==> config.mk <==
export PLATFORM = sky130hd
export DESIGN_NAME = pattern_scheduler_flat
export DESIGN_NICKNAME = d
export VERILOG_FILES = /design/src/rtl/pattern_scheduler_if.sv /design/src/rtl/pattern_scheduler.sv /design/src/flat_wrapper.sv
export SDC_FILE = /design/constraint.sdc
export NUM_CORES = 1
export LEC_CHECK = 0
export ABC_AREA = 0
export CAP_MARGIN = 25
export CORE_MARGIN = 3
export CORE_UTILIZATION = 50
export DETAILED_ROUTE_END_ITERATION = 12
export PLACE_DENSITY = 0.8
export SLEW_MARGIN = 10
export SYNTH_ARGS = -nofsm -noshare
export SYNTH_HDL_FRONTEND = slang
export SYNTH_SLANG_ARGS = --single-unit
==> constraint.sdc <==
create_clock -name pclk -period 5.9 [get_ports pclk]
set_input_delay 1.18 -clock pclk [delete_from_list [all_inputs] [get_ports pclk]]
set_output_delay 1.18 -clock pclk [all_outputs]
set_load 0.01 [all_outputs]
==> src/rtl/pattern_scheduler_if.sv <==
// Purpose: control/status bundle between the pattern scheduler and its drivers/consumer.
// Latency: none, wires only.
// Backpressure: none; all requests are single-cycle pulses or levels.
interface pattern_scheduler_if #(
    parameter int ID_W    = 2,
    parameter int DWELL_W = 8
);
    logic               frame_start;
    logic               next_pulse;
    logic               prev_pulse;
    logic               auto_en;
    logic [DWELL_W-1:0] dwell_frames;
    logic [ID_W-1:0]    img_id;
    logic               switch_pulse;
    logic               pending;
    logic [DWELL_W-1:0] frame_cnt;

    // Driver side: timing generator, debouncers, mode control, pattern generator.
    modport master (
        output frame_start,
        output next_pulse,
        output prev_pulse,
        output auto_en,
        output dwell_frames,
        input  img_id,
        input  switch_pulse,
        input  pending,
        input  frame_cnt
    );

    // Scheduler side.
    modport slave (
        input  frame_start,
        input  next_pulse,
        input  prev_pulse,
        input  auto_en,
        input  dwell_frames,
        output img_id,
        output switch_pulse,
        output pending,
        output frame_cnt
    );
endinterface

==> src/rtl/pattern_scheduler.sv <==
// Purpose: picks the image ID shown by the pattern generator; manual next/prev or timed auto-cycle.
// Latency: img_id updates at the edge ending the frame_start cycle; switch_pulse follows for one cycle.
// Backpressure: none; requests are latched (one per frame, last wins) and never stall the source.
module pattern_scheduler #(
    parameter int NUM_IMG = 4,
    parameter int ID_W    = 2,
    parameter int DWELL_W = 8
) (
    input logic                pclk,
    input logic                rst_n,
    pattern_scheduler_if.slave sch
);

    typedef enum logic {
        ST_MANUAL = 1'b0,
        ST_AUTO   = 1'b1
    } state_t;

    localparam logic [ID_W-1:0]    LAST_ID = ID_W'(NUM_IMG - 1);
    localparam logic [DWELL_W-1:0] CNT_MAX = '1;

    state_t             state_q, state_d;
    logic               pending_q, pending_d;
    logic               dir_q, dir_d;          // 1 = step +1, 0 = step -1
    logic [ID_W-1:0]    img_q, img_d;
    logic               sw_q, sw_d;
    logic [DWELL_W-1:0] cnt_q, cnt_d;

    logic               req_next;
    logic               req_prev;
    logic               req_any;
    logic               pend_eff;
    logic               dir_eff;
    logic               entering_auto;
    logic [DWELL_W-1:0] cnt_base;
    logic [DWELL_W-1:0] dwell_eff;
    logic               dwell_hit;
    logic [ID_W-1:0]    id_inc;
    logic [ID_W-1:0]    id_dec;

    // Request decode, modulo stepping and dwell comparison.
    always_comb begin
        req_next      = sch.next_pulse & ~sch.prev_pulse;
        req_prev      = sch.prev_pulse & ~sch.next_pulse;
        req_any       = req_next | req_prev;
        // A request arriving in the boundary cycle is honoured at that boundary.
        pend_eff      = pending_q | req_any;
        dir_eff       = req_any ? req_next : dir_q;
        entering_auto = (state_q == ST_MANUAL) && sch.auto_en;
        // Entering AUTO restarts the count, so the boundary sees a zero count.
        cnt_base      = entering_auto ? '0 : cnt_q;
        dwell_eff     = (sch.dwell_frames == '0) ? DWELL_W'(1) : sch.dwell_frames;
        dwell_hit     = (({1'b0, cnt_base} + (DWELL_W+1)'(1)) >= {1'b0, dwell_eff});
        id_inc        = (img_q == LAST_ID) ? '0 : img_q + ID_W'(1);
        id_dec        = (img_q == '0) ? LAST_ID : img_q - ID_W'(1);
    end

    // Next-state: mode follows auto_en; frame boundary applies manual step, auto step or count.
    always_comb begin
        state_d   = sch.auto_en ? ST_AUTO : ST_MANUAL;
        pending_d = pend_eff;
        dir_d     = dir_eff;
        img_d     = img_q;
        cnt_d     = cnt_base;
        sw_d      = 1'b0;

        if (sch.frame_start) begin
            if (pend_eff) begin
                img_d     = dir_eff ? id_inc : id_dec;
                pending_d = 1'b0;
                cnt_d     = '0;
            end else if ((state_d == ST_AUTO) && dwell_hit) begin
                img_d = id_inc;
                cnt_d = '0;
            end else begin
                cnt_d = (cnt_base == CNT_MAX) ? CNT_MAX : cnt_base + DWELL_W'(1);
            end
            // Pulse only on a real change; a single-image build never pulses.
            sw_d = (img_d != img_q);
        end
    end

    // State and output registers with synchronous reset.
    always_ff @(posedge pclk) begin
        if (!rst_n) begin
            state_q   <= ST_MANUAL;
            pending_q <= 1'b0;
            dir_q     <= 1'b0;
            img_q     <= '0;
            sw_q      <= 1'b0;
            cnt_q     <= '0;
        end else begin
            state_q   <= state_d;
            pending_q <= pending_d;
            dir_q     <= dir_d;
            img_q     <= img_d;
            sw_q      <= sw_d;
            cnt_q     <= cnt_d;
        end
    end

    assign sch.img_id       = img_q;
    assign sch.switch_pulse = sw_q;
    assign sch.pending      = pending_q;
    assign sch.frame_cnt    = cnt_q;

endmodule

==> src/flat_wrapper.sv <==
// flat-port wrapper written by rule: the top's interface ports become plain ports
module pattern_scheduler_flat 
#(
    parameter int NUM_IMG = 4,
    parameter int ID_W    = 2,
    parameter int DWELL_W = 8
)
  (pclk, rst_n, sch_frame_start, sch_next_pulse, sch_prev_pulse, sch_auto_en, sch_dwell_frames, sch_img_id, sch_switch_pulse, sch_pending, sch_frame_cnt);
  pattern_scheduler_if #(.ID_W(ID_W), .DWELL_W(DWELL_W)) sch_i ();
  input logic pclk;
  input logic rst_n;
  input wire logic [$bits(sch_i.frame_start)-1:0] sch_frame_start;
  input wire logic [$bits(sch_i.next_pulse)-1:0] sch_next_pulse;
  input wire logic [$bits(sch_i.prev_pulse)-1:0] sch_prev_pulse;
  input wire logic [$bits(sch_i.auto_en)-1:0] sch_auto_en;
  input wire logic [$bits(sch_i.dwell_frames)-1:0] sch_dwell_frames;
  output wire logic [$bits(sch_i.img_id)-1:0] sch_img_id;
  output wire logic [$bits(sch_i.switch_pulse)-1:0] sch_switch_pulse;
  output wire logic [$bits(sch_i.pending)-1:0] sch_pending;
  output wire logic [$bits(sch_i.frame_cnt)-1:0] sch_frame_cnt;
  assign sch_i.frame_start = sch_frame_start;
  assign sch_i.next_pulse = sch_next_pulse;
  assign sch_i.prev_pulse = sch_prev_pulse;
  assign sch_i.auto_en = sch_auto_en;
  assign sch_i.dwell_frames = sch_dwell_frames;
  assign sch_img_id = sch_i.img_id;
  assign sch_switch_pulse = sch_i.switch_pulse;
  assign sch_pending = sch_i.pending;
  assign sch_frame_cnt = sch_i.frame_cnt;
  pattern_scheduler #(.NUM_IMG(NUM_IMG), .ID_W(ID_W), .DWELL_W(DWELL_W)) u_core (.pclk(pclk), .rst_n(rst_n), .sch(sch_i));
endmodule
## After elaboration in Yosys (flattened, before gate mapping)

Cells that the tools add are included.

- Bits in registers: 14
- Input bits: 14
- Word-level logic and storage cells: 42

- $add $sub $neg: 4
- $lt $le $gt $ge: 1
- Equality and inequality tests: 3
- Mux-type cells: 14
- Bitwise operators: 8
- Reductions and logical operators: 6

Operators with widths:

| kind | number |
|---|---|
| $mux 8 | 6 |
| $mux 2 | 6 |
| $add 8x1->9 const B | 1 |
| $ge 9x8->1 | 1 |
| $add 8x1->8 const B | 1 |
| $eq 8x8->1 const B | 1 |
| $logic_not 8->1 | 1 |
| $not 1->1 | 4 |
| $add 2x1->2 const B | 1 |
| $and 1x1->1 | 2 |
| $eq 2x2->1 const B | 1 |
| $logic_and 1x1->1 | 2 |
| $logic_not 2->1 | 1 |
| $mux 1 | 2 |
| $ne 2x2->1 | 1 |
| $or 1x1->1 | 2 |
| $reduce_and 2->1 | 1 |
| $reduce_or 2->1 | 1 |
| $sub 2x1->2 const B | 1 |

## Logic depth before layout (Yosys ltp)

Gate-level depths: netlist (run 1).

- Word-level depth: 10
- Mapped depth: 12

## Worst setup path after synthesis (run 1)

OpenSTA, ideal clock, no wires.

- Path type: input-to-reg
- Start point: input sch_auto_en
- End point: register u_core.img_q[1], in the netlist u_core.sch.img_id[1]
- Data arrival time: 3.404 ns
- Data required time: 5.826 ns
- Setup slack: 2.422 ns
- Cell stages on the path: 11
- Buffers on the path: 1
- Cell sequence: or2b_1 > clkbuf_1 > and3_1 > nand2_1 > xor2_1 > ha_1 > nand3_1 > o32ai_1 > o31ai_2 > or4_1 > a31oi_1

- Word-level cells in the longest chain between the ends: 8

RTL lines:

| item | RTL line | text |
|---|---|---|
| start: declaration | flat_wrapper.sv:15 | `input wire logic [$bits(sch_i.auto_en)-1:0] sch_auto_en;` |
| $logic_and 1x1->1 | pattern_scheduler.sv:49 | `entering_auto = (state_q == ST_MANUAL) && sch.auto_en;` |
| $mux 8 | pattern_scheduler.sv:51 | `cnt_base = entering_auto ? '0 : cnt_q;` |
| $add 8x1->9 | pattern_scheduler.sv:53 | `dwell_hit = (({1'b0, cnt_base} + (DWELL_W+1)'(1)) >= {1'b0, dwell_eff});` |
| $ge 9x8->1 | pattern_scheduler.sv:53 |  |
| $logic_and 1x1->1 (*) | pattern_scheduler.sv:72 | `end else if ((state_d == ST_AUTO) && dwell_hit) begin` |
| $mux 2 (*) | pattern_scheduler.sv:72 |  |
| $mux 2 (*) | pattern_scheduler.sv:68 | `if (pend_eff) begin` |
| $mux 2 (*) | pattern_scheduler.sv:67 | `if (sch.frame_start) begin` |
| end signal: assignment | pattern_scheduler.sv:96 | `img_q <= img_d;` |
| end: declaration | pattern_scheduler.sv:25 | `logic [ID_W-1:0] img_q, img_d;` |

Mark *: on every way between the ends. The rest lies on a longest branch, timed or not. The select of a mux whose other input is x is not followed.
A chain may end at the register's enable or synchronous reset.

## Worst setup path after layout (run 1)

- Start point: input sch_auto_en
- End point: register u_core.cnt_q[3], in the netlist u_core.sch.frame_cnt[3]

- Word-level cells in the longest chain between the ends: 8

RTL lines:

| item | RTL line | text |
|---|---|---|
| $logic_and 1x1->1 | pattern_scheduler.sv:49 |  |
| $mux 8 | pattern_scheduler.sv:51 |  |
| $add 8x1->9 | pattern_scheduler.sv:53 |  |
| $ge 9x8->1 | pattern_scheduler.sv:53 |  |
| $logic_and 1x1->1 | pattern_scheduler.sv:72 |  |
| $mux 8 | pattern_scheduler.sv:72 |  |
| $mux 8 | pattern_scheduler.sv:68 |  |
| $mux 8 (*) | pattern_scheduler.sv:67 |  |
| end signal: assignment | pattern_scheduler.sv:98 | `cnt_q <= cnt_d;` |
| end: declaration | pattern_scheduler.sv:27 | `logic [DWELL_W-1:0] cnt_q, cnt_d;` |

Mark *: on every way between the ends. The rest lies on a longest branch, timed or not.

==> impl_metrics.csv, run 1 <==
group,metric,value,unit
clock_tree,tritoncts,"done",
timing,max_freq,247,MHz
pwr,p_switching,71.2,µW
global_routing,grt_max_degree,14,
synth,yosysUniqueCellTypes,36,
clock_tree,clock-sinks,14,
routing,routed_via_density,5.72,
synth,synthFlopType,"dfxtp_1",
clock_tree,clkLatencyLatePin,0.28,ns
critical_path,end_kind,"flop",
timing,final.period_utilization,0.686,
clock_tree,root_buffer,"clkbuf_4",
global_routing,use_met2,0.349,
synth,synth-edff-count,0,
global_routing,met3_usage,0.0513,
synth,netlist_top_cells_count,"inv_1, nand2_1, dfxtp_1",
timing,drv_slew,0,
pwr,sw_frac_of_total,0.301,
synth,syn-num-nets,167,
pwr,finalPower,237,µW
global_routing,grt_pass1_vias,1084,
critical_path,cp_max_fo,13,
placement,place_congestion,0.929,
routing,vias,1093,
critical_path,crit_chain,"clkdlybuf4s50_1 -> or2b_1 -> and3_1 -> xnor2_1 -> nor2_1 -> ha_1 -> a21oi_1 -> o21ai_0 -> o31ai_2 -> o21ai_0 -> a211oi_1",
synth,ys_async_sr_fraction,0,
critical_path,slowest_stage,"o31ai_2",
timing,clock_skew,0.00757,ns
global_routing,grt-ovfl-total,0,
routing,drt_first_iter_violations,24,
synth,yosysWarnings,0,
timing,min_period,4.05,ns
floorplanning,coreArea,2020,µm²
global_routing,grt.busiest_layer,"met2",
clock_tree,cts_buffer_depth,2,
finish,num-nets-final,190,
clock_tree,hold_buffers,0,
routing,antenna_left,0,
timing,fin_tns_setup,0,ns
placement,dp.cells,187,
floorplanning,die_y,52.7,µm
clock_tree,cts_resized,0,
floorplanning,start_util,0.539,
timing,rsz0062_at_grt,"false",
synth,syn_area,1090,µm²
finish,seq_area,280,µm²
clock_tree,numCtsBuffers,3,
synth,ys_seq_area_frac,0.257,
worst_hold_path,worst_hold_path_type,"reg -> reg",
global_routing,grt_pass1_wl,4.64,mm
pwr,clkPwrFrac,0.308,
global_routing,grt_use_total,0.226,
floorplanning,die-area,2780,µm²
timing,setup-violations-final,0,
clock_tree,clkTransAtPathRegs,0.09,ns
outcome,status,"completed",
finish,drive_gt1_frac,0.0488,
critical_path,start_kind,"input port",
finish,syn2layout_area_growth,25.8,%
synth,synthCells,142,
synth,synth_top_area_frac,0.257,
pwr,peakVddDrop,0.000136,V
pwr,p_comb_frac,0.257,
synth,synth-seq-cells,14,
floorplanning,ios,26,
finish,final_util,0.678,
finish,multi_input_area,711,µm²
pwr,powerDensity,173,nW/µm²
global_routing,met1_usage,0.293,
critical_path,worstPathArrival,4.25,ns
floorplanning,rows,16,
timing,final_hold_viol_count,0,
finish,final_cells,191,
routing,first_pass_iters,5,
placement,numPortBuffers,25,
global_routing,antenna_found_initial,0,
critical_path,worst_path_most_repeated_cell,"o21ai_0",
routing,wl_per_cell,13.9,µm
critical_path,crit_buf_inv,1,
synth,avgSynthCellArea,7.67,µm²
critical_path,criticalPathCategory,"in -> reg",
floorplanning,die_w,52.7,µm
clock_tree,htreeDepth,1,
timing,worst_slew_pin_slew,0.732,ns
clock_tree,cts_setup_buffers,0,
run,maxCapViolCount,0,
routing,drc,0,
synth,synth_area_leaders,"dfxtp_1, ha_1, inv_1, nand2_1, o21ai_0",
critical_path,cp.required,6.10,ns
finish,antenna_cells,0,
finish,n_fill_cell,169,
synth,yosys.area.top_type,"dfxtp_1",
critical_path,max_stage_delay,0.65,ns
pwr,power_frac_seq,0.435,
pwr,p_int,165,µW
pwr,cellLeakagePower,0.000566,µW
routing,wl,2.66,mm
placement,post-dp-hpwl,2.01,mm
critical_path,crit_family,"compound AO/OA/AOI/OAI gates",
timing,relSlewSlack,0.509,
cells in the final DEF (no fill, tap or decap), types with 4 or more instances in the layout:
cell type,n
ha_1,11
o21ai_0,11
nand4_1,4
dfxtp_1,14
a21oi_1,8
nor2_1,9
inv_1,16
nand2_1,16
xnor2_1,4
nand3_1,6
clkdlybuf4s50_1,25
power groups by stage:
stage,clock network (µW),logic [µW],registers [µW]
2_1_floorplan,0,37.1,106
3_3_place_gp,0,58.9,105
3_5_place_dp,0,60.3,105
4_1_cts,72.7,60.9,103
5_1_grt,78.4,69.2,104
6_report,72.8,60.8,103
flip-flops by register name, summed over array words and instances, names as in the netlist:
| register | flops |
|---|---|
| u_core.dir_q | 1 |
| u_core.sch.frame_cnt | 8 |
| u_core.sch.img_id | 2 |
| u_core.sch.pending | 1 |
| u_core.sch.switch_pulse | 1 |
| u_core.state_q | 1 |
cells by family after synthesis:
logic type                 share of synthesized area
DFF                                            0.257
xor gates and xnor gates                      0.0563
adders and majority gates                      0.126
muxes                                         0.0184
and+or+nand+nor                                0.256
buffers and inverters                         0.0907
AOI/OAI and AO/OA                              0.195
final cells by class:
type,instances,area share
clock buffer,4,0.0265
inverter,16,0.0438
tap,27,0.0246
timing repair buffer,25,0.182
sequential,14,0.204
multi-input combinational,105,0.518
per-layer routing:
| metal | vias to the layer above | share of wire |
|---|---|---|
| li1 | 548 | - |
| met1 | 498 | 0.44 |
| met2 | 42 | 0.48 |
| met3 | 5 | 0.067 |
| met4 | 0 | 0.010 |
| met5 | - | 0 |
stage by stage:
step / cell area [µm²] / setup WS (ns) / hold WS (ns)
after floorplan: 1090 / 2.42 / 0.465
after global placement: 1340 / 1.70 / 0.485
after detailed placement: 1340 / 1.60 / 0.488
after CTS: 1370 / 1.85 / 0.513
after global routing: 1370 / 1.56 / 0.573
final: 1370 / 1.85 / 0.510
path summary, 6_finish.rpt:
check	startpoint	slack, ns	depth (start not counted)	endpoint
min	u_core.dir_q$_SDFF_PN0_	0.51	2	u_core.dir_q$_SDFF_PN0_
max	sch_auto_en	1.85	11	u_core.sch.frame_cnt[3]$_SDFF_PN0_
max reg2reg	u_core.sch.frame_cnt[4]$_SDFF_PN0_	2.87	10	u_core.sch.frame_cnt[3]$_SDFF_PN0_
min reg2reg	u_core.dir_q$_SDFF_PN0_	0.51	2	u_core.dir_q$_SDFF_PN0_
worst reg2reg max path: stages (launching register included):
cell and delay (ns):
dfxtp_1 0.51, nand4_1 0.22, nor3_4 0.27, nand2_1 0.10
xor2_1 0.15, ha_1 0.19, nor3b_1 0.22, o21ai_0 0.14
o31ai_2 0.65, o21ai_0 0.22, a211oi_1 0.26
Note: power is estimated with default switching activity, not from simulation.
==> inputs of run 2 (changes only) <==
--- a/config.mk
+++ b/config.mk
@@ -8,9 +8,9 @@
 export ABC_AREA = 0
 export CAP_MARGIN = 25
 export CORE_MARGIN = 3
-export CORE_UTILIZATION = 50
+export CORE_UTILIZATION = 49
 export DETAILED_ROUTE_END_ITERATION = 12
-export PLACE_DENSITY = 0.8
+export PLACE_DENSITY = 0.79
 export SLEW_MARGIN = 10
 export SYNTH_ARGS = -nofsm -noshare
 export SYNTH_HDL_FRONTEND = slang
==> constraint.sdc (replaced) <==
create_clock -name pclk -period 3.9 [get_ports pclk]
set_input_delay 0.78 -clock pclk [delete_from_list [all_inputs] [get_ports pclk]]
set_output_delay 0.78 -clock pclk [all_outputs]
set_load 0.01 [all_outputs]
==> run 2 against run 1 <==
Net effect:
- combinational power grew 52%
- die area grew 1.8%
- routed wire length grew 1.8%
- cell count is the same
- clock-buffer cell count shrank 1
- critical path depth is the same
- register-to-register slack lost 2.0 ns
- cell area shrank 0.46%
- setup slack lost 1.5 ns
- non-clock buffer count grew 1
- first-iteration DRC count grew 42%
- sequential cell count is the same
- critical endpoint unchanged
- largest power group unchanged
==> impl_metrics.csv, run 2 (synthesis results as in run 1) <==
group,metric,value,unit
outcome,status,"completed",
clock_tree,cts_setup_buffers,0,
clock_tree,tritoncts,"done",
placement,numPortBuffers,25,
pwr,p_int,230,µW
clock_tree,root_buffer,"clkbuf_4",
critical_path,worstPathArrival,3.76,ns
clock_tree,htreeDepth,1,
finish,layout_common_cells,"clkdlybuf4s50_1, inv_1, nand2_1, dfxtp_1",
clock_tree,clkTransAtPathRegs,0.08,ns
pwr,cellLeakagePower,0.000563,µW
routing,vias,1070,
critical_path,cp.required,4.09,ns
clock_tree,numCtsBuffers,3,
critical_path,start_kind,"input port",
clock_tree,cts_resized,0,
clock_tree,clock-sinks,14,
pwr,finalPower,330,µW
critical_path,end_kind,"flop",
finish,layout_commonest_cell,"clkdlybuf4s50_1",
finish,postLayoutCellArea,1370,µm²
timing,drv_slew,0,
placement,post-dp-hpwl,2.09,mm
floorplanning,rows,16,
pwr,p_switching,100,µW
global_routing,grt_max_degree,14,
routing,routed_via_density,5.60,
pwr,sw_frac_of_total,0.303,
finish,largest_reg_flops,8,
timing,clock_skew,0.00184,ns
clock_tree,hold_buffers,0,
routing,drt_first_iter_violations,34,
pwr,powerDensity,242,nW/µm²
floorplanning,die-area,2830,µm²
floorplanning,coreArea,2040,µm²
global_routing,grt-ovfl-total,0,
pwr,p_comb_frac,0.281,
floorplanning,die_w,53.2,µm
routing,wl_per_cell,14.1,µm
timing,relSlewSlack,0.517,
global_routing,grt_use_total,0.221,
worst_hold_path,worst_hold_path_type,"reg -> reg",
placement,place_area,1340,µm²
global_routing,grt_pass1_vias,982,
pwr,clkPwrFrac,0.247,
routing,drc,0,
clock_tree,cts_buffer_depth,2,
finish,antenna_cells,0,
finish,syn2layout_area_growth,25.3,%
clock_tree,clkLatencyLatePin,0.28,ns
floorplanning,ios,26,
timing,final_hold_viol_count,0,
routing,first_pass_iters,4,
timing,max_freq,280,MHz
timing,min_period,3.57,ns
timing,final.period_utilization,0.915,
run,maxCapViolCount,0,
floorplanning,die_y,53.2,µm
routing,antenna_left,0,
finish,drive_gt1_frac,0.0488,
finish,num-nets-final,191,
pwr,power_frac_seq,0.472,
global_routing,antenna_found_initial,0,
floorplanning,start_util,0.534,
global_routing,grt_pass1_wl,4.56,mm
routing,wl,2.70,mm
critical_path,cp_max_fo,13,
timing,worst_slew_pin_slew,0.720,ns
placement,place_congestion,0.883,
timing,fin_tns_setup,0,ns
timing,setup-violations-final,0,
critical_path,criticalPathCategory,"in -> reg",
timing,rsz0062_at_grt,"false",
pwr,peakVddDrop,0.000187,V
==> run 2: changes by cell type in the layout (fill, tap and decap cells not counted) <==
cell      delta
buf_4        +1
clkbuf_8     -1
==> run 2: metrics by stage <==
stage | utilization | setup WS (ns) | hold WS, ns | std cells
finish | 0.669 | 0.333 | 0.503 | 191
global route | 0.669 | 0.0664 | 0.552 | 191
CTS | 0.669 | 0.357 | 0.507 | 191
detailed placement | 0.657 | 0.0761 | 0.487 | 188
global placement | 0.657 | 0.187 | 0.482 | 188
floorplan | - | 0.822 | 0.465 | 142
==> run 2: cell type report <==
class / instances / area, µm²
sequential: 14 / 280
clock buffer: 3 / 22.5
fill: 187 / 677
inverter: 16 / 60.1
tap: 27 / 33.8
multi-input combinational: 105 / 711
timing repair buffer: 26 / 258
==> run 2: layer usage <==
layer / part of all wire / global-route usage / up-vias / wire length [µm]
met3: 0.041 / 0.0535 / 4 / 111
met4: 0.012 / 0.0383 / 0 / 32
met2: 0.47 / 0.360 / 32 / 1260
li1: - / - / 551 / -
met5: 0 / 0 / - / 0
met1: 0.48 / 0.298 / 483 / 1290
==> run 2: power by group through the flow <==
stage | Combinational, µW | Sequential (µW) | Clock (µW)
5_1_grt | 105 | 157 | 87.8
3_3_place_gp | 90.2 | 159 | 0
6_report | 92.7 | 156 | 81.6
4_1_cts | 92.6 | 156 | 82.3
3_5_place_dp | 92.0 | 159 | 0
2_1_floorplan | 56.1 | 161 | 0
==> run 2: worst paths after layout <==
kind                            slack (ns)                                from  cells after the start                            endpoint
worst min register to register        0.50             u_core.dir_q$_SDFF_PN0_                      2             u_core.dir_q$_SDFF_PN0_
worst max register to register        0.86  u_core.sch.frame_cnt[4]$_SDFF_PN0_                     10  u_core.sch.frame_cnt[3]$_SDFF_PN0_
worst min-delay path                  0.50             u_core.dir_q$_SDFF_PN0_                      2             u_core.dir_q$_SDFF_PN0_
worst max-delay path                  0.33                         sch_auto_en                     11  u_core.sch.frame_cnt[3]$_SDFF_PN0_
==> run 2: critical path, cell delays in order <==
cell and delay (ns):
clkdlybuf4s50_1 0.51, or2b_1 0.34, and3_1 0.26, xnor2_1 0.14, nor2_1 0.06, ha_1 0.31
a21oi_1 0.13, o21ai_0 0.11, o31ai_2 0.65, o21ai_0 0.18, a211oi_1 0.28
==> variant, RTL diff (config.mk and constraints of run 2) <==
`DWELL_W` is set to 8 in 3 places; all go to 10.
--- a/src/rtl/pattern_scheduler_if.sv
+++ b/src/rtl/pattern_scheduler_if.sv
@@ -3,7 +3,7 @@
 // Backpressure: none; all requests are single-cycle pulses or levels.
 interface pattern_scheduler_if #(
     parameter int ID_W    = 2,
-    parameter int DWELL_W = 8
+    parameter int DWELL_W = 10
 );
     logic               frame_start;
     logic               next_pulse;
--- a/src/rtl/pattern_scheduler.sv
+++ b/src/rtl/pattern_scheduler.sv
@@ -4,7 +4,7 @@
 module pattern_scheduler #(
     parameter int NUM_IMG = 4,
     parameter int ID_W    = 2,
-    parameter int DWELL_W = 8
+    parameter int DWELL_W = 10
 ) (
     input logic                pclk,
     input logic                rst_n,
--- a/src/flat_wrapper.sv
+++ b/src/flat_wrapper.sv
@@ -3,7 +3,7 @@
 #(
     parameter int NUM_IMG = 4,
     parameter int ID_W    = 2,
-    parameter int DWELL_W = 8
+    parameter int DWELL_W = 10
 )
   (pclk, rst_n, sch_frame_start, sch_next_pulse, sch_prev_pulse, sch_auto_en, sch_dwell_frames, sch_img_id, sch_switch_pulse, sch_pending, sch_frame_cnt);
   pattern_scheduler_if #(.ID_W(ID_W), .DWELL_W(DWELL_W)) sch_i ();
Ports: changed (resized sch_dwell_frames and sch_frame_cnt); port bits go from 26 to 30. The function was not compared with the original's and may differ.
==> variant against run 2 <==
Wire length up 27%; critical path depth stayed put; sequential power up 13%; sequential cell count rose by 2; worst setup slack got worse by 0.0048 ns; total power grew 12%; synthesized area rose by 24%; final area rose by 25%; register-to-register slack lost 0.20 ns; largest power group unchanged.
==> variant: results (changes against run 2) <==
Parameter                              Value

Placement
  HPWL after detailed placement    2.767 mm (+33%)
  Gpl congestion    0.8872 (+0.52%)
  Placed Cells    224 (+19%)
  Count of port buffers added during placement    29 (+16%)
  Area after DPL    1679 µm² (+25%)
  Post-Place Setup Slack    0.04803 ns (-0.02809 ns)

Layout
  Fraction of layout instances using a drive strength above 1    0.1066 (+0.05782)
  Number of flip-flops under the largest register name    10 (+2)

Global route
  Met3 usage in global routing    0.01754 (-0.03598)
  First-pass GRT wire length    5.678 mm (+25%)
  Total track usage    0.2101 (-0.01126)
  Via count of the first global-routing pass    1240 (+26%)
  Met1 GRT Util    0.2802 (-0.01797)
  Pin count of the biggest net entering global routing    12 (-2)
  GR Layer Usage met2    0.3573 (-0.002247)

Yosys
  Top cells by instance count after synthesis    sky130_fd_sc_hd__inv_1 (18), sky130_fd_sc_hd__dfxtp_1 (16), sky130_fd_sc_hd__nand2_1 (16), sky130_fd_sc_hd__nor2_1 (14), sky130_fd_sc_hd__ha_1 (12)
  Number of library cell types mapped by synthesis    50 (+39%)
  Number of nets in the synthesized netlist    192 (+15%)
  Share of the yosys chip area belonging to registers    0.2377 (-0.01948)
  Ranking of synthesized cells by area    sky130_fd_sc_hd__dfxtp_1 (24%), sky130_fd_sc_hd__ha_1 (11%), sky130_fd_sc_hd__inv_1 (5.0%), sky130_fd_sc_hd__xor2_1 (4.5%), sky130_fd_sc_hd__nand2_1 (4.5%)

Drt
  Total number of vias    1363 (+27%)
  Met2 Wirelength    1.710 mm (+35%)
  Total Routed Length    3.433 mm (+27%)
  Number of design-rule violations left by the first detailed-router iteration    58 (+71%)
  Detail-routed via count per cell    6.004 (+7.2%)
  Wl on met1    1.449 mm (+12%)
  Length of routed met3 wiring    229 µm (+110%)

Worst setup path
  Longest individual stage delay on the worst path    0.48 ns (-0.17 ns)
  Worst Path Arrival    3.75 ns (about the same)
  Highest net fanout along the worst path    5 (-8)
  Slowest library cell on the worst path    sky130_fd_sc_hd__clkdlybuf4s50_1

Pwr
  Maximum ir drop on the vdd rail    210.5 µV (+12%)
  Internal power consumption    0.2575 mW (+12%)
  Leakage power of the design    0.6777 nW (+20%)

Run status
  Outcome    completed

Timing
  Worst clock skew    0.001239 ns (-0.0005977 ns)
  Transition time at the pin with the least slew margin    0.5320 ns (-0.1880 ns)
  Hold WS    0.5138 ns (+0.01109 ns)
variant: cell count changes after synthesis, sizes merged, moves of 4 or more:
cell / change
clkbuf: -4
nor2: +6
nor3: +6
o21ai: -7
o31ai: +5
xor2: +4
variant: path summary, 6_finish.rpt:
| kind | start | to | cells past startpoint |
|---|---|---|---|
| worst min register to register | u_core.sch.frame_cnt[6]$_SDFF_PN0_ | u_core.sch.frame_cnt[6]$_SDFF_PN0_ | 2 |
| worst max-delay path | sch_auto_en | u_core.sch.img_id[1]$_SDFFE_PN0P_ | 11 |
| worst max register to register | u_core.sch.frame_cnt[0]$_SDFF_PN0_ | u_core.sch.img_id[1]$_SDFFE_PN0P_ | 11 |
| worst min-delay path | u_core.sch.frame_cnt[6]$_SDFF_PN0_ | u_core.sch.frame_cnt[6]$_SDFF_PN0_ | 2 |
variant: logic make-up (layout without fill, tap and decap cells):
family / Yosys count / after routing / share of synthesized area
compound gates: 38 / 38 / 0.2377
xor+xnor: 9 / 9 / 0.05850
fa+ha+maj: 12 / 12 / 0.1114
buf+inv: 22 / 55 / 0.07520
flops: 16 / 16 / 0.2377
mux: 2 / 2 / 0.01486
simple gates: 65 / 65 / 0.2646
variant: power by group through the flow:
stage	clock network [mW]	registers [mW]	logic [mW]
final	0.0838	0.176	0.111
after global placement	0	0.179	0.106
after global routing	0.0941	0.176	0.121
after detailed placement	0	0.179	0.110
after CTS	0.0852	0.175	0.111
after floorplan	0	0.181	0.0643
variant: layout make-up:
cell class	count	area, µm²
repair buffers	34	327.8
flip-flops and latches	16	320.3
multi-input cells	126	925.9
fillers	218	843.3
well taps	30	37.54
clock buffers	3	22.52
inverters	18	67.56
variant: worst min-delay path, delay by kind of cell (launching register included):
kind	cells	cell delay, ns
DFF	1	0.35
and+or+nand+nor	1	0.07
AOI/OAI and AO/OA	1	0.05
